===== src/rtl/userio_pattern_seq_if.sv =====
// userio_pattern_seq_if: host-side pattern/control signals and pad-stage drive outputs of the
// USERIO pattern sequencer. The master modport is the host (register block or bench);
// the slave modport is the sequencer itself.

interface userio_pattern_seq_if #(
    parameter int pWIDTH = 8,
    parameter int pDEPTH = 16,
    parameter int pHOLDW = 16
);

    localparam int CW = $clog2(pDEPTH) + 1;

    // Pattern entry being pushed
    logic [pWIDTH-1:0] I_pat_data;
    logic [pWIDTH-1:0] I_pat_oe;
    logic [pHOLDW-1:0] I_pat_hold;
    logic              I_pat_wr;

    // Playback control
    logic              I_start;
    logic              I_abort;
    logic              I_loop;

    // Values driven onto the pins while not playing
    logic [pWIDTH-1:0] I_idle_data;
    logic [pWIDTH-1:0] I_idle_oe;

    // Pad-stage drive and status
    logic [pWIDTH-1:0] O_userio_drive_data;
    logic [pWIDTH-1:0] O_userio_pwdriven;
    logic              O_busy;
    logic              O_done;
    logic              O_full;
    logic [CW-1:0]     O_count;
    logic              O_overflow;

    modport master (
        output I_pat_data, I_pat_oe, I_pat_hold, I_pat_wr,
        output I_start, I_abort, I_loop,
        output I_idle_data, I_idle_oe,
        input  O_userio_drive_data, O_userio_pwdriven,
        input  O_busy, O_done, O_full, O_count, O_overflow
    );

    modport slave (
        input  I_pat_data, I_pat_oe, I_pat_hold, I_pat_wr,
        input  I_start, I_abort, I_loop,
        input  I_idle_data, I_idle_oe,
        output O_userio_drive_data, O_userio_pwdriven,
        output O_busy, O_done, O_full, O_count, O_overflow
    );

endinterface


===== src/rtl/userio_pattern_seq.sv =====
// userio_pattern_seq: registered pattern sequencer for the USERIO pad stage.
// The host pushes {data, output-enable, hold} entries into a small FIFO; on start the entries
// are replayed with cycle-exact timing, each one driven for hold+1 cycles, back to back.
// Optional feature: define USERIO_SEQ_LOOP_EN to allow looped playback selected by I_loop
// at start; without it I_loop is ignored and playback always consumes the entries.

module userio_pattern_seq #(
    parameter int pWIDTH = 8,
    parameter int pDEPTH = 16,
    parameter int pHOLDW = 16
) (
    input  logic                usb_clk,
    input  logic                reset_n,
    userio_pattern_seq_if.slave bus
);

    localparam int AW = $clog2(pDEPTH);
    localparam int CW = AW + 1;
    localparam logic [CW-1:0] FULL_COUNT = CW'(pDEPTH);

    typedef enum logic [1:0] {
        ST_IDLE,
        ST_LOAD,
        ST_HOLD,
        ST_FINISH
    } state_t;

    typedef struct packed {
        logic [pWIDTH-1:0] data;
        logic [pWIDTH-1:0] oe;
        logic [pHOLDW-1:0] hold;
    } entry_t;

    state_t            state;
    state_t            state_next;

    // Pattern FIFO
    entry_t            mem [pDEPTH];
    entry_t            wr_entry;
    entry_t            head;
    logic [AW-1:0]     wr_ptr;
    logic [AW-1:0]     rd_ptr;
    logic [AW-1:0]     head_idx;
    logic [CW-1:0]     count;

    // Entry currently being played and its remaining hold cycles
    logic [pWIDTH-1:0] cur_data;
    logic [pWIDTH-1:0] cur_oe;
    logic [pHOLDW-1:0] hold_cnt;

    logic              pop;          // take the head entry this cycle
    logic              pop_free;     // that pop also releases the FIFO slot
    logic              wr_ok;        // the host write is accepted this cycle
    logic              start_go;     // start accepted with a non-empty FIFO
    logic              start_empty;  // start with nothing to play
    logic              loop_active;

    // Registered outputs
    logic [pWIDTH-1:0] tgt_data;
    logic [pWIDTH-1:0] tgt_oe;
    logic [pWIDTH-1:0] drive_q;
    logic [pWIDTH-1:0] oe_q;
    logic              busy_q;
    logic              done_q;
    logic              ovf_q;

    assign wr_entry = '{data: bus.I_pat_data, oe: bus.I_pat_oe, hold: bus.I_pat_hold};
    assign head     = mem[head_idx];
    assign pop_free = pop && !loop_active;
    assign start_go = (state == ST_IDLE) && (state_next == ST_LOAD);

    // A full FIFO still accepts a write when the head is released in the same cycle;
    // looped playback owns the stored entries, so writes are refused while it runs.
    assign wr_ok = bus.I_pat_wr && !bus.I_abort && !loop_active &&
                   ((count != FULL_COUNT) || pop_free);

`ifdef USERIO_SEQ_LOOP_EN
    logic          loop_q;
    logic [AW-1:0] loop_ptr;
    logic [AW-1:0] loop_ptr_inc;

    assign loop_active  = loop_q && (state != ST_IDLE);
    assign loop_ptr_inc = loop_ptr + 1'b1;
    assign head_idx     = loop_active ? loop_ptr : rd_ptr;

    // Loop mode latch and replay pointer: walks the stored entries and wraps from the
    // newest entry back to the oldest without freeing anything.
    always_ff @(posedge usb_clk or negedge reset_n) begin
        if (!reset_n) begin
            loop_q   <= 1'b0;
            loop_ptr <= '0;
        end else if (bus.I_abort) begin
            loop_q   <= 1'b0;
        end else if (start_go) begin
            loop_q   <= bus.I_loop;
            loop_ptr <= rd_ptr;
        end else if (pop && loop_active) begin
            loop_ptr <= (loop_ptr_inc == wr_ptr) ? rd_ptr : loop_ptr_inc;
        end
    end
`else
    assign loop_active = 1'b0;
    assign head_idx    = rd_ptr;
`endif

    // Pattern storage write port
    // NOTE: the entry array has no reset; validity is tracked by the pointers and count,
    // which keeps the storage mappable onto plain RAM or register files.
    always_ff @(posedge usb_clk) begin
        if (wr_ok) begin
            mem[wr_ptr] <= wr_entry;
        end
    end

    // FIFO pointers and occupancy; abort flushes everything
    // NOTE: all sequential state uses non-blocking assignments so every register samples
    // the pre-edge values regardless of statement order.
    always_ff @(posedge usb_clk or negedge reset_n) begin
        if (!reset_n) begin
            wr_ptr <= '0;
            rd_ptr <= '0;
            count  <= '0;
        end else if (bus.I_abort) begin
            wr_ptr <= '0;
            rd_ptr <= '0;
            count  <= '0;
        end else begin
            if (wr_ok) begin
                wr_ptr <= wr_ptr + 1'b1;
            end
            if (pop_free) begin
                rd_ptr <= rd_ptr + 1'b1;
            end
            case ({wr_ok, pop_free})
                2'b10:   count <= count + 1'b1;
                2'b01:   count <= count - 1'b1;
                default: count <= count;
            endcase
        end
    end

    // Sequencer state register
    always_ff @(posedge usb_clk or negedge reset_n) begin
        if (!reset_n) begin
            state <= ST_IDLE;
        end else begin
            state <= state_next;
        end
    end

    // Next-state logic: when to pop the head entry and when playback ends
    // NOTE: every signal written here gets a default first, so no path leaves one
    // unassigned and no latch is inferred.
    always_comb begin
        state_next  = state;
        pop         = 1'b0;
        start_empty = 1'b0;
        case (state)
            ST_IDLE: begin
                if (bus.I_start) begin
                    if (count != '0) begin
                        state_next = ST_LOAD;
                    end else begin
                        start_empty = 1'b1;
                    end
                end
            end
            ST_LOAD: begin
                pop        = 1'b1;
                state_next = ST_HOLD;
            end
            ST_HOLD: begin
                // Last cycle of the current entry: chain straight into the next one if any
                if (hold_cnt == '0) begin
                    if (count != '0) begin
                        pop = 1'b1;
                    end else begin
                        state_next = ST_FINISH;
                    end
                end
            end
            ST_FINISH: begin
                state_next = ST_IDLE;
            end
            default: begin
                state_next = ST_IDLE;
            end
        endcase
        if (bus.I_abort) begin
            state_next  = ST_IDLE;
            pop         = 1'b0;
            start_empty = 1'b0;
        end
    end

    // Current entry and hold counter; the counter only counts down to zero, never wraps
    always_ff @(posedge usb_clk or negedge reset_n) begin
        if (!reset_n) begin
            cur_data <= '0;
            cur_oe   <= '0;
            hold_cnt <= '0;
        end else if (pop) begin
            cur_data <= head.data;
            cur_oe   <= head.oe;
            hold_cnt <= head.hold;
        end else if ((state == ST_HOLD) && (hold_cnt != '0)) begin
            hold_cnt <= hold_cnt - 1'b1;
        end
    end

    // Pin values for the next cycle: the playing entry while holding, idle values otherwise
    always_comb begin
        tgt_data = bus.I_idle_data;
        tgt_oe   = bus.I_idle_oe;
        if ((state == ST_HOLD) && !bus.I_abort) begin
            tgt_data = cur_data;
            tgt_oe   = cur_oe;
        end
    end

    // Output registers: pins are released during reset, status is aligned with the pins
    always_ff @(posedge usb_clk or negedge reset_n) begin
        if (!reset_n) begin
            drive_q <= '0;
            oe_q    <= '0;
            busy_q  <= 1'b0;
            done_q  <= 1'b0;
        end else begin
            drive_q <= tgt_data;
            oe_q    <= tgt_oe;
            busy_q  <= (state_next != ST_IDLE);
            done_q  <= ((state == ST_FINISH) && !bus.I_abort) || start_empty;
        end
    end

    // Sticky overflow: abort clears it first, a dropped write sets it, start clears it
    always_ff @(posedge usb_clk or negedge reset_n) begin
        if (!reset_n) begin
            ovf_q <= 1'b0;
        end else if (bus.I_abort) begin
            ovf_q <= 1'b0;
        end else if (bus.I_pat_wr && !wr_ok) begin
            ovf_q <= 1'b1;
        end else if (bus.I_start) begin
            ovf_q <= 1'b0;
        end
    end

    assign bus.O_userio_drive_data = drive_q;
    assign bus.O_userio_pwdriven   = oe_q;
    assign bus.O_busy              = busy_q;
    assign bus.O_done              = done_q;
    assign bus.O_full              = (count == FULL_COUNT);
    assign bus.O_count             = count;
    assign bus.O_overflow          = ovf_q;

endmodule


===== src/flat_wrapper.sv =====
// flat-port wrapper written by rule: the top's interface ports become plain ports
module userio_pattern_seq_flat 
#(
    parameter int pWIDTH = 8,
    parameter int pDEPTH = 16,
    parameter int pHOLDW = 16
)
  (usb_clk, reset_n, bus_I_pat_data, bus_I_pat_oe, bus_I_pat_hold, bus_I_pat_wr, bus_I_start, bus_I_abort, bus_I_loop, bus_I_idle_data, bus_I_idle_oe, bus_O_userio_drive_data, bus_O_userio_pwdriven, bus_O_busy, bus_O_done, bus_O_full, bus_O_count, bus_O_overflow);
  userio_pattern_seq_if #(.pWIDTH(pWIDTH), .pDEPTH(pDEPTH), .pHOLDW(pHOLDW)) bus_i ();
  input  logic usb_clk;
  input  logic reset_n;
  input wire logic [$bits(bus_i.I_pat_data)-1:0] bus_I_pat_data;
  input wire logic [$bits(bus_i.I_pat_oe)-1:0] bus_I_pat_oe;
  input wire logic [$bits(bus_i.I_pat_hold)-1:0] bus_I_pat_hold;
  input wire logic [$bits(bus_i.I_pat_wr)-1:0] bus_I_pat_wr;
  input wire logic [$bits(bus_i.I_start)-1:0] bus_I_start;
  input wire logic [$bits(bus_i.I_abort)-1:0] bus_I_abort;
  input wire logic [$bits(bus_i.I_loop)-1:0] bus_I_loop;
  input wire logic [$bits(bus_i.I_idle_data)-1:0] bus_I_idle_data;
  input wire logic [$bits(bus_i.I_idle_oe)-1:0] bus_I_idle_oe;
  output wire logic [$bits(bus_i.O_userio_drive_data)-1:0] bus_O_userio_drive_data;
  output wire logic [$bits(bus_i.O_userio_pwdriven)-1:0] bus_O_userio_pwdriven;
  output wire logic [$bits(bus_i.O_busy)-1:0] bus_O_busy;
  output wire logic [$bits(bus_i.O_done)-1:0] bus_O_done;
  output wire logic [$bits(bus_i.O_full)-1:0] bus_O_full;
  output wire logic [$bits(bus_i.O_count)-1:0] bus_O_count;
  output wire logic [$bits(bus_i.O_overflow)-1:0] bus_O_overflow;
  assign bus_i.I_pat_data = bus_I_pat_data;
  assign bus_i.I_pat_oe = bus_I_pat_oe;
  assign bus_i.I_pat_hold = bus_I_pat_hold;
  assign bus_i.I_pat_wr = bus_I_pat_wr;
  assign bus_i.I_start = bus_I_start;
  assign bus_i.I_abort = bus_I_abort;
  assign bus_i.I_loop = bus_I_loop;
  assign bus_i.I_idle_data = bus_I_idle_data;
  assign bus_i.I_idle_oe = bus_I_idle_oe;
  assign bus_O_userio_drive_data = bus_i.O_userio_drive_data;
  assign bus_O_userio_pwdriven = bus_i.O_userio_pwdriven;
  assign bus_O_busy = bus_i.O_busy;
  assign bus_O_done = bus_i.O_done;
  assign bus_O_full = bus_i.O_full;
  assign bus_O_count = bus_i.O_count;
  assign bus_O_overflow = bus_i.O_overflow;
  userio_pattern_seq #(.pWIDTH(pWIDTH), .pDEPTH(pDEPTH), .pHOLDW(pHOLDW)) u_core (.usb_clk(usb_clk), .reset_n(reset_n), .bus(bus_i));
endmodule

===== config.mk =====
export PLATFORM = sky130hd
export DESIGN_NAME = userio_pattern_seq_flat
export DESIGN_NICKNAME = d
export VERILOG_FILES = /design/src/rtl/userio_pattern_seq_if.sv /design/src/rtl/userio_pattern_seq.sv /design/src/flat_wrapper.sv
export SDC_FILE = /design/constraint.sdc
export NUM_CORES = 1
export LEC_CHECK = 0
export ABC_AREA = 1
export ABC_CLOCK_PERIOD_IN_PS = 4400
export CAP_MARGIN = 40
export CORE_ASPECT_RATIO = 0.9
export CORE_UTILIZATION = 30
export CTS_CLUSTER_DIAMETER = 80
export CTS_CLUSTER_SIZE = 20
export DETAILED_ROUTE_END_ITERATION = 8
export SYNTH_ARGS = -nofsm -noshare
export SYNTH_HDL_FRONTEND = slang
export SYNTH_SLANG_ARGS = --single-unit

===== constraint.sdc =====
create_clock -name usb_clk -period 4.4 [get_ports usb_clk]
set_clock_uncertainty 0.15 [all_clocks]
set_input_delay 0.66 -clock usb_clk [delete_from_list [all_inputs] [get_ports usb_clk]]
set_output_delay 0.66 -clock usb_clk [all_outputs]
set_load 0.05 [all_outputs]

### Word-level counts from Yosys, hierarchy flattened

Memory sizes are Yosys's and may differ from the RTL's.
Index checks and enable logic that the tools add are counted.

* $add $sub $neg: 5
* $mul: 0
* divide/modulo/power cells: 0
* magnitude comparators: 0
* equal/unequal tests: 7
* shift-type cells: 0
* mux-type cells: 29
* bitwise operators: 0
* reductions and logical operators: 20

Operator list (number)
* $mux W16: 2
* $logic_not A16 Y1: 1
* $mux W4: 4
* $mux W8: 2
* $reduce_bool A16 Y1: 1
* $sub A16 B1 Y16 const B: 1
* $mux W1: 12
* $mux W2: 5
* $pmux W5 S2: 1
* $add A4 B1 Y4 const B: 2
* $pmux W2 S4: 1
* $reduce_bool A2 Y1: 4
* $eq A2 B2 Y1 const B: 3
* $logic_and A1 B1 Y1: 6
* $reduce_bool A3 Y1: 2
* $add A5 B1 Y5 const B: 1
* $eq A5 B5 Y1 const B: 1
* $mux W5: 1
* $ne A5 B5 Y1 const B: 1
* $reduce_bool A5 Y1: 1
* $sub A5 B1 Y5 const B: 1
* $eq A2 B1 Y1 const B: 2
* $logic_not A1 Y1: 2
* $logic_not A2 Y1: 1
* other kinds (2): 3

* register bits after elaboration: 66
* latch bits: 0
* memory bits (writable): 512
* memory bits (read-only): 0
* bits of input ports: 54
* output and inout bits: 25
* logic and storage cells: 74
* memories: 1

Memories
* u_core.mem: depth 16, width 32, read ports 1, clocked after Yosys merged registers in 0, wr ports 1, RTL line userio_pattern_seq.sv:38 `entry_t mem [pDEPTH];`

### Depth between registers and ports, before layout

Gate-level depths: netlist (run 1).

* word-level depth: 11
* depth in mapped cells: 18
* mapped depth without buffers: 18

### Worst setup path after synthesis (run 1)

Ideal clock, no wire load.

* path kind: register to register
* start: register u_core.count[4] (netlist: u_core.bus.O_count[4])
* end: memory u_core.mem[0][0] in the netlist's numbering, enable pin
* setup time: 461 ps
* data arrival time: 3809 ps
* setup slack: -21 ps
* stages on the path, launching flop included: 10
* period minus slack after synthesis: 4421 ps
* cell sequence: dfrtp_1 > inv_1 > nand3_1 > nand2_1 > o21bai_4 > nand2_2 > nand2_2 > nand2_1 > buf_2 > nor3_1

* cells in the longest elaborated chain, start to end: 9
* elaborated cells between the ends (all ways): 10
* those cells by class: 1 x eq/ne; 6 x mux; 3 x reduce/logical

RTL lines
* start: declaration: RTL line userio_pattern_seq.sv:44 `logic [CW-1:0] count;`
* start signal: assignment: RTL line userio_pattern_seq.sv:135 `2'b10: count <= count + 1'b1;`
* start signal: assignment: RTL line userio_pattern_seq.sv:136 `2'b01: count <= count - 1'b1;`
* start signal: assignment: RTL line userio_pattern_seq.sv:137 `default: count <= count;`
* $reduce_bool A5 Y1: RTL line userio_pattern_seq.sv:175 `if (count != '0) begin`
* $mux W1: RTL line userio_pattern_seq.sv:175
* $mux W1: RTL line userio_pattern_seq.sv:174 `if (hold_cnt == '0) begin`
* $pmux W1 S2: RTL line userio_pattern_seq.sv:158 `case (state)`
* $mux W1: RTL line userio_pattern_seq.sv:189 `if (bus.I_abort) begin`
* $logic_or A1 B1 Y1 (*): RTL line userio_pattern_seq.sv:75 `((count != FULL_COUNT) || pop_free);`
* $logic_and A1 B1 Y1 (*): RTL line userio_pattern_seq.sv:74 `assign wr_ok = bus.I_pat_wr && !bus.I_abort && !loop_active &&`
* $mux W1 (*): RTL line userio_pattern_seq.sv:110 `if (wr_ok) begin`
* $mux W1 (not written as such) (*): RTL line userio_pattern_seq.sv:111 `mem[wr_ptr] <= wr_entry;`
* end: declaration: RTL line userio_pattern_seq.sv:38

Every way passes the cells marked *; elsewhere a longest branch is shown, timed or not.

### Worst setup path after layout (run 1)

* start: register u_core.count[0] (netlist: u_core.bus.O_count[0])
* end: output port bus_O_full

* cells in the longest elaborated chain, start to end: 1

RTL lines
* $eq A5 B5 Y1: RTL line userio_pattern_seq.sv:253 `assign bus.O_full = (count == FULL_COUNT);`
* end: declaration: RTL line flat_wrapper.sv:25 `output wire logic [$bits(bus_i.O_full)-1:0] bus_O_full;`

Every way passes these cells.

==> results.cfg, run 1 <==
[sta]
setup_viol = 0
tightestPinTransition_ns = 0.760
drv_slew = 0
rsz0062_at_grt = no
slew_headroom_pct = 48.8
clock.fmax_mhz = 321
layout_min_cycle_time_ns = 3.12
finalSetupTns_ns = 0
fin_ws_ns = 1.28
final_hold_viol_count = 0
min_period_over_period_pct = 70.9

[placed_design]
placed_cells = 2867
dp_hpwl_um = 31300
io_buffers = 77
gp_congestion = 0.749
place_ws_ns = 1.06

[routing]
wl_per_cell_um = 19.9
postRouteAntennaNets = 0
drt_iter0_drc = 1603
drc = 0
dr.pass1.iters = 5
viasPerCell = 5.02
routed_wl_um = 58500
vias = 14700

[layout]
layout.nets = 1947
final_common_cell = edfxtp_1
drive_gt1_share_pct = 6.40
finalNonFillerCells = 2935
layout_common_cells = edfxtp_1, nor2_1, o21ai_0
areaGrowthSynthToFinish_pct = 13.3
final_util_pct = 34.5

[floorplan]
ioPinCount = 79
die_x_um = 296
die-height_um = 266
dieArea_sq_um = 78800
core_area_sq_um = 76500
rows = 96
start_util_pct = 30.5

[clock_network]
cts_sinks = 578
holdBufCountCts = 1
h-tree-depth = 2
cts_buffers = 36
clkTransAtPathRegs_ns = 0.08
cts_resized = 0
post-cts-setup-buffers = 0
cts_tree = yes
cts_root_buffer = clkbuf_16
worst_skew_pair.late_latency_ns = 0.57
clock_path_buffers = 3

[setup_path]
required_ns = 3.59
cp-end-kind = output port
crit_path_max_fanout = 5
start_kind = flop
arrival_ns = 2.31
critPathKind = flop to output port

[power_and_ir_drop]
pwr-share-seq_pct = 56.7
switching_share_pct = 25.7
net-switching-power_uw = 2870
peakVddDrop_mv = 0.253
finalPower_uw = 11200
p_leak_uw = 0.00882
power_density_nw_per_um2 = 423
p_comb_share_pct = 12.4
internal-power_uw = 8290
clockPowerShare_pct = 30.9

[yosys]
syn_avg_cell_area_sq_um = 12.7
ys_seq_area_share_pct = 73.1
yosysUniqueCellTypes = 42
yosys_warnings = 0
netlist_instances = 1838
syn_nets = 1908
ys_ff_latch = 578
syn_area_sq_um = 23300

[global_route]
grt_pass1_wl_um = 87400
groute.usage.overall_pct = 14.7
grt_max_degree = 155
antenna_found_initial = 5
grt_overflow_total = 0
grt_pass1_vias = 14200

[min_path]
hold_class = flop to flop

[job]
drv_cap = 0

[run_status]
status = complete, no violations
## metal layers
metal | part of all wire, % | vias to the layer above | global-route usage, % | routed length [um]
met5 | 0.091 | - | 0 | 53
met4 | 1.8 | 8 | 4.05 | 1050
met3 | 5.8 | 79 | 2.22 | 3400
met2 | 47 | 458 | 23.4 | 27400
met1 | 45 | 7409 | 20.8 | 26600
li1 | - | 6776 | - | -
## power groups by stage
stage	clock [uW]	combinational, uW	sequential, uW
2_1_floorplan	0	792	6550
3_3_place_gp	0	1330	6440
3_5_place_dp	0	1380	6450
4_1_cts	3530	1390	6330
5_1_grt	3720	1530	6360
6_report	3450	1380	6330
## final timing paths
| check | from | end | slack, ns | cells past startpoint |
|---|---|---|---|---|
| setup reg to reg | u_core.head_idx[0]$_DFFE_PN0P_ | u_core.hold_cnt[6]$_DFFE_PN0P_ | 1.37 | 7 |
| hold / removal | u_core.cur_oe[0]$_DFFE_PN0N_ | u_core.cur_oe[0]$_DFFE_PN0N_ | 0.37 | 2 |
| min in group asynchronous | reset_n | u_core.bus.O_userio_pwdriven[1]$_DFF_PN0_ | 0.41 | 2 |
| max in group asynchronous | reset_n | u_core.head_idx[0]$_DFFE_PN0P_ | 3.09 | 3 |
| setup / recovery | u_core.bus.O_count[0]$_DFFE_PN0P_ | bus_O_full | 1.28 | 4 |
| hold reg to reg | u_core.cur_oe[0]$_DFFE_PN0N_ | u_core.cur_oe[0]$_DFFE_PN0N_ | 0.37 | 2 |
## synth_stat cells (all sizes together)
master	n	share of area [%]
dfrtp	66	7.1
xor2	4	0.15
edfxtp	512	66
a211oi	2	0.064
clkinv	3	0.10
nand3	77	1.7
a31oi	3	0.081
o21ai	272	5.8
nor2	264	4.3
inv	53	0.86
nand4	13	0.35
o21bai	2	0.11
o31ai	3	0.097
ha	15	0.81
nor4	1	0.027
nor3	18	0.39
o22ai	42	1.1
or2	3	0.081
fa	1	0.086
buf	56	1.6
a21oi	17	0.37
o211ai	53	1.7
clkbuf	59	0.96
nand2	242	4.0
nand3b	3	0.15
o221ai	50	1.9
xnor2	4	0.15
## through the flow
stage	cell area [sq um]	hold slack [ns]
floorplan	23300	0.214
global placement	25200	0.342
detailed placement	25300	0.354
CTS	26400	0.370
global route	26400	0.394
finish	26400	0.368
## kinds of logic after synthesis
kind of cell             Yosys count  share of synthesized area, %
adder cells (fa/ha/maj)           16                         0.891
AO/OA/AOI/OAI                    444                          11.3
buffers and inverters            171                          3.47
flip-flops                       578                          73.1
XOR/XNOR                           8                         0.301
AND/OR/NAND/NOR                  621                          11.0
## flip-flops by register name, summed over array words and instances, names as in the netlist
signal and count:
u_core.bus.O_overflow 1, u_core.bus.O_count 5, u_core.cur_oe 8, u_core.hold_cnt 16
u_core.bus.O_done 1, u_core.cur_data 8, u_core.bus.O_userio_drive_data 8, u_core.bus.O_busy 1
u_core.head_idx 4, u_core.bus.O_userio_pwdriven 8, u_core.wr_ptr 4, u_core.state 2
u_core.mem 512
## layout make-up
type	instances	area [sq um]
antenna	1	2.50
inverter	56	228
clock inverter	7	71.3
clock buffer	59	1040
multi-input combinational	1089	5550
fill	7330	50100
timing repair buffer	116	1180
tap	1029	1290
sequential	578	17000
## critical path, stage by stage, from the launching register on
cell	delay (ns)
dfrtp_1	0.44
nor2_1	0.17
nand2_1	0.07
nor2_1	0.20
clkdlybuf4s50_1	0.88
No activity file was read; power rests on OpenSTA's default activity.
==> run 2, diff against run 1 <==
--- a/config.mk
+++ b/config.mk
@@ -6,7 +6,7 @@
 export NUM_CORES = 1
 export LEC_CHECK = 0
 export ABC_AREA = 1
-export ABC_CLOCK_PERIOD_IN_PS = 4400
+export ABC_CLOCK_PERIOD_IN_PS = 2650
 export CAP_MARGIN = 40
 export CORE_ASPECT_RATIO = 0.9
 export CORE_UTILIZATION = 30
==> constraint.sdc (replaced) <==
create_clock -name usb_clk -period 2.65 [get_ports usb_clk]
set_clock_uncertainty 0.15 [all_clocks]
set_input_delay 0.3975 -clock usb_clk [delete_from_list [all_inputs] [get_ports usb_clk]]
set_output_delay 0.3975 -clock usb_clk [all_outputs]
set_load 0.05 [all_outputs]
==> results.cfg, run 2 (synthesis results as in run 1) <==
[setup_path]
cp-end-kind = flop
critPathKind = flop to flop
start_kind = flop
reg2reg_slack_ns = 0.07
cp_cell_sequence = inv_2 > ha_1 > nand2_1 > nor2_2 > nand2_2 > o21bai_4 > buf_6 > nand2_2 > nand2_4 > nand2_8 > buf_12 > nor3_4 > buf_12 > clkbuf_16
ff2ff_path_depth = 14
cpMaxStageDelayCell = dfrtp_1
cp_top_family = simple AND/OR/NAND/NOR gates
arrival_ns = 2.72
critical_path.startpoint = u_core.hold_cnt[1]$_DFFE_PN0P_
required_ns = 2.78
rr_startpoint = u_core.hold_cnt[1]$_DFFE_PN0P_
critPathCapture = u_core.mem[7][29]$_DFFE_PP_
cp.depth = 14
r2r-end = u_core.mem[7][29]$_DFFE_PP_
crit_path_max_fanout = 7
worst-path-buf-inv = 5
max_stage_delay_ns = 0.40

[clock_network]
h-tree-depth = 2
clkTransAtPathRegs_ns = 0.09
cts_buffers = 36
cts_root_buffer = clkbuf_16
clock_path_buffers = 3
worst_skew_pair.late_latency_ns = 0.59
cts_sinks = 578
cts_tree = yes

[sta]
tightestPinTransition_ns = 0.747
layout_min_cycle_time_ns = 2.58
clock.fmax_mhz = 387
finalSetupTns_ns = 0
setup_viol = 0
drv_slew = 0
fin_ws_ns = 0.0683
final_hold_viol_count = 0
min_period_over_period_pct = 97.4
slew_headroom_pct = 50.1

[layout]
largestRegisters = u_core.mem x512, u_core.hold_cnt x16
top_register = u_core.mem
final_util_pct = 35.8
largest_register_ffs = 512
finalNonFillerCells = 2989
antenna-diode-count = 0
drive_gt1_share_pct = 10.5
layout_common_cells = edfxtp_1, o21ai_0, nor2_1
final_common_cell = edfxtp_1
areaGrowthSynthToFinish_pct = 17.7
layout.nets = 2009

[global_route]
groute.usage.overall_pct = 14.9
grt_max_degree = 131
antenna_found_initial = 2
grt_overflow_total = 0
grt_pass1_wl_um = 89400
grt_pass1_vias = 14400

[placed_design]
placed_cells = 2917
dp_hpwl_um = 36200
place_ws_ns = 0.0162
io_buffers = 77
gp_congestion = 0.826

[floorplan]
core_area_sq_um = 76500
die-height_um = 266
dieArea_sq_um = 78800
rows = 96
die_x_um = 296
start_util_pct = 30.5
ioPinCount = 79

[min_path]
hold_class = input pin to asynchronous set/reset pin

[routing]
viasPerCell = 5.04
vias = 15100
postRouteAntennaNets = 0
routed_wl_um = 60100
wl_per_cell_um = 20.1
drc = 0
drt_iter0_drc = 1415
dr.pass1.iters = 5

[run_status]
status = complete, no violations

[power_and_ir_drop]
power_density_nw_per_um2 = 684
p_leak_uw = 0.00935
peakVddDrop_mv = 0.463

[job]
drv_cap = 0
[run 2: cell types whose count changed in the layout (fill, tap and decap cells not counted), moves of 4 or more]
| cell | change |
|---|---|
| inv_6 | +4 |
| nor2_1 | -7 |
| nor3_4 | +16 |
| buf_4 | +24 |
| dfrtp_2 | +5 |
| nor3_2 | -16 |
| dfrtp_1 | -5 |
| clkbuf_1 | -5 |
| buf_12 | +36 |
| nor2_2 | +6 |
[run 2: worst min-delay path by stage]
| stage | start | to | slack (ns) | cells after the start |
|---|---|---|---|---|
| 2_1_floorplan | reset_n | u_core.bus.O_busy$_DFF_PN0_ | -0.05 | 0 |
| 3_3_place_gp | reset_n | u_core.bus.O_userio_drive_data[7]$_DFF_PN0_ | 0.27 | 1 |
| 3_5_place_dp | reset_n | u_core.bus.O_userio_drive_data[7]$_DFF_PN0_ | 0.28 | 1 |
| 4_1_cts | reset_n | u_core.state[1]$_DFF_PN0_ | 0.19 | 2 |
| 5_1_grt | reset_n | u_core.state[1]$_DFF_PN0_ | 0.24 | 2 |
| 6_report | reset_n | u_core.state[1]$_DFF_PN0_ | 0.19 | 2 |
[run 2: area by class of cell]
class / count / area (sq um)
Fill cell: 7294 / 49100
Clock buffer: 52 / 982
Sequential cell: 578 / 17000
Tap cell: 1029 / 1290
Multi-Input combinational cell: 1089 / 5720
Clock inverter: 7 / 65.1
Inverter: 56 / 228
Timing Repair Buffer: 178 / 2100
[run 2: metrics by stage]
step	total power (uW)	hold slack (ns)	instance area (sq um)
after floorplan	12200	-0.0481	23500
after global placement	13200	0.269	26100
after detailed placement	13300	0.276	26100
after CTS	18800	0.192	27200
after global routing	19500	0.236	27400
final	18800	0.188	27400
[run 2: report_power, final]
group / internal (uW) / switching (uW)
sequential: 10300 / 194
combinational: 953 / 1720
clock: 2630 / 2980
[run 2: routing by layer]
metal | up-vias | routed length (um) | global-route usage (%)
met5 | - | 11 | 0
met4 | 2 | 849 | 3.14
met3 | 62 | 4890 | 3.11
met2 | 529 | 27600 | 23.1
met1 | 7576 | 26700 | 21.5
li1 | 6895 | - | -
[run 2: repair_timing]
action	in CTS	in global routing
buffers inserted	0	7
resized for setup	0	14
setup endpoints to repair	0	477
hold buffers	1	0
endpoints found under the hold margin	35	0
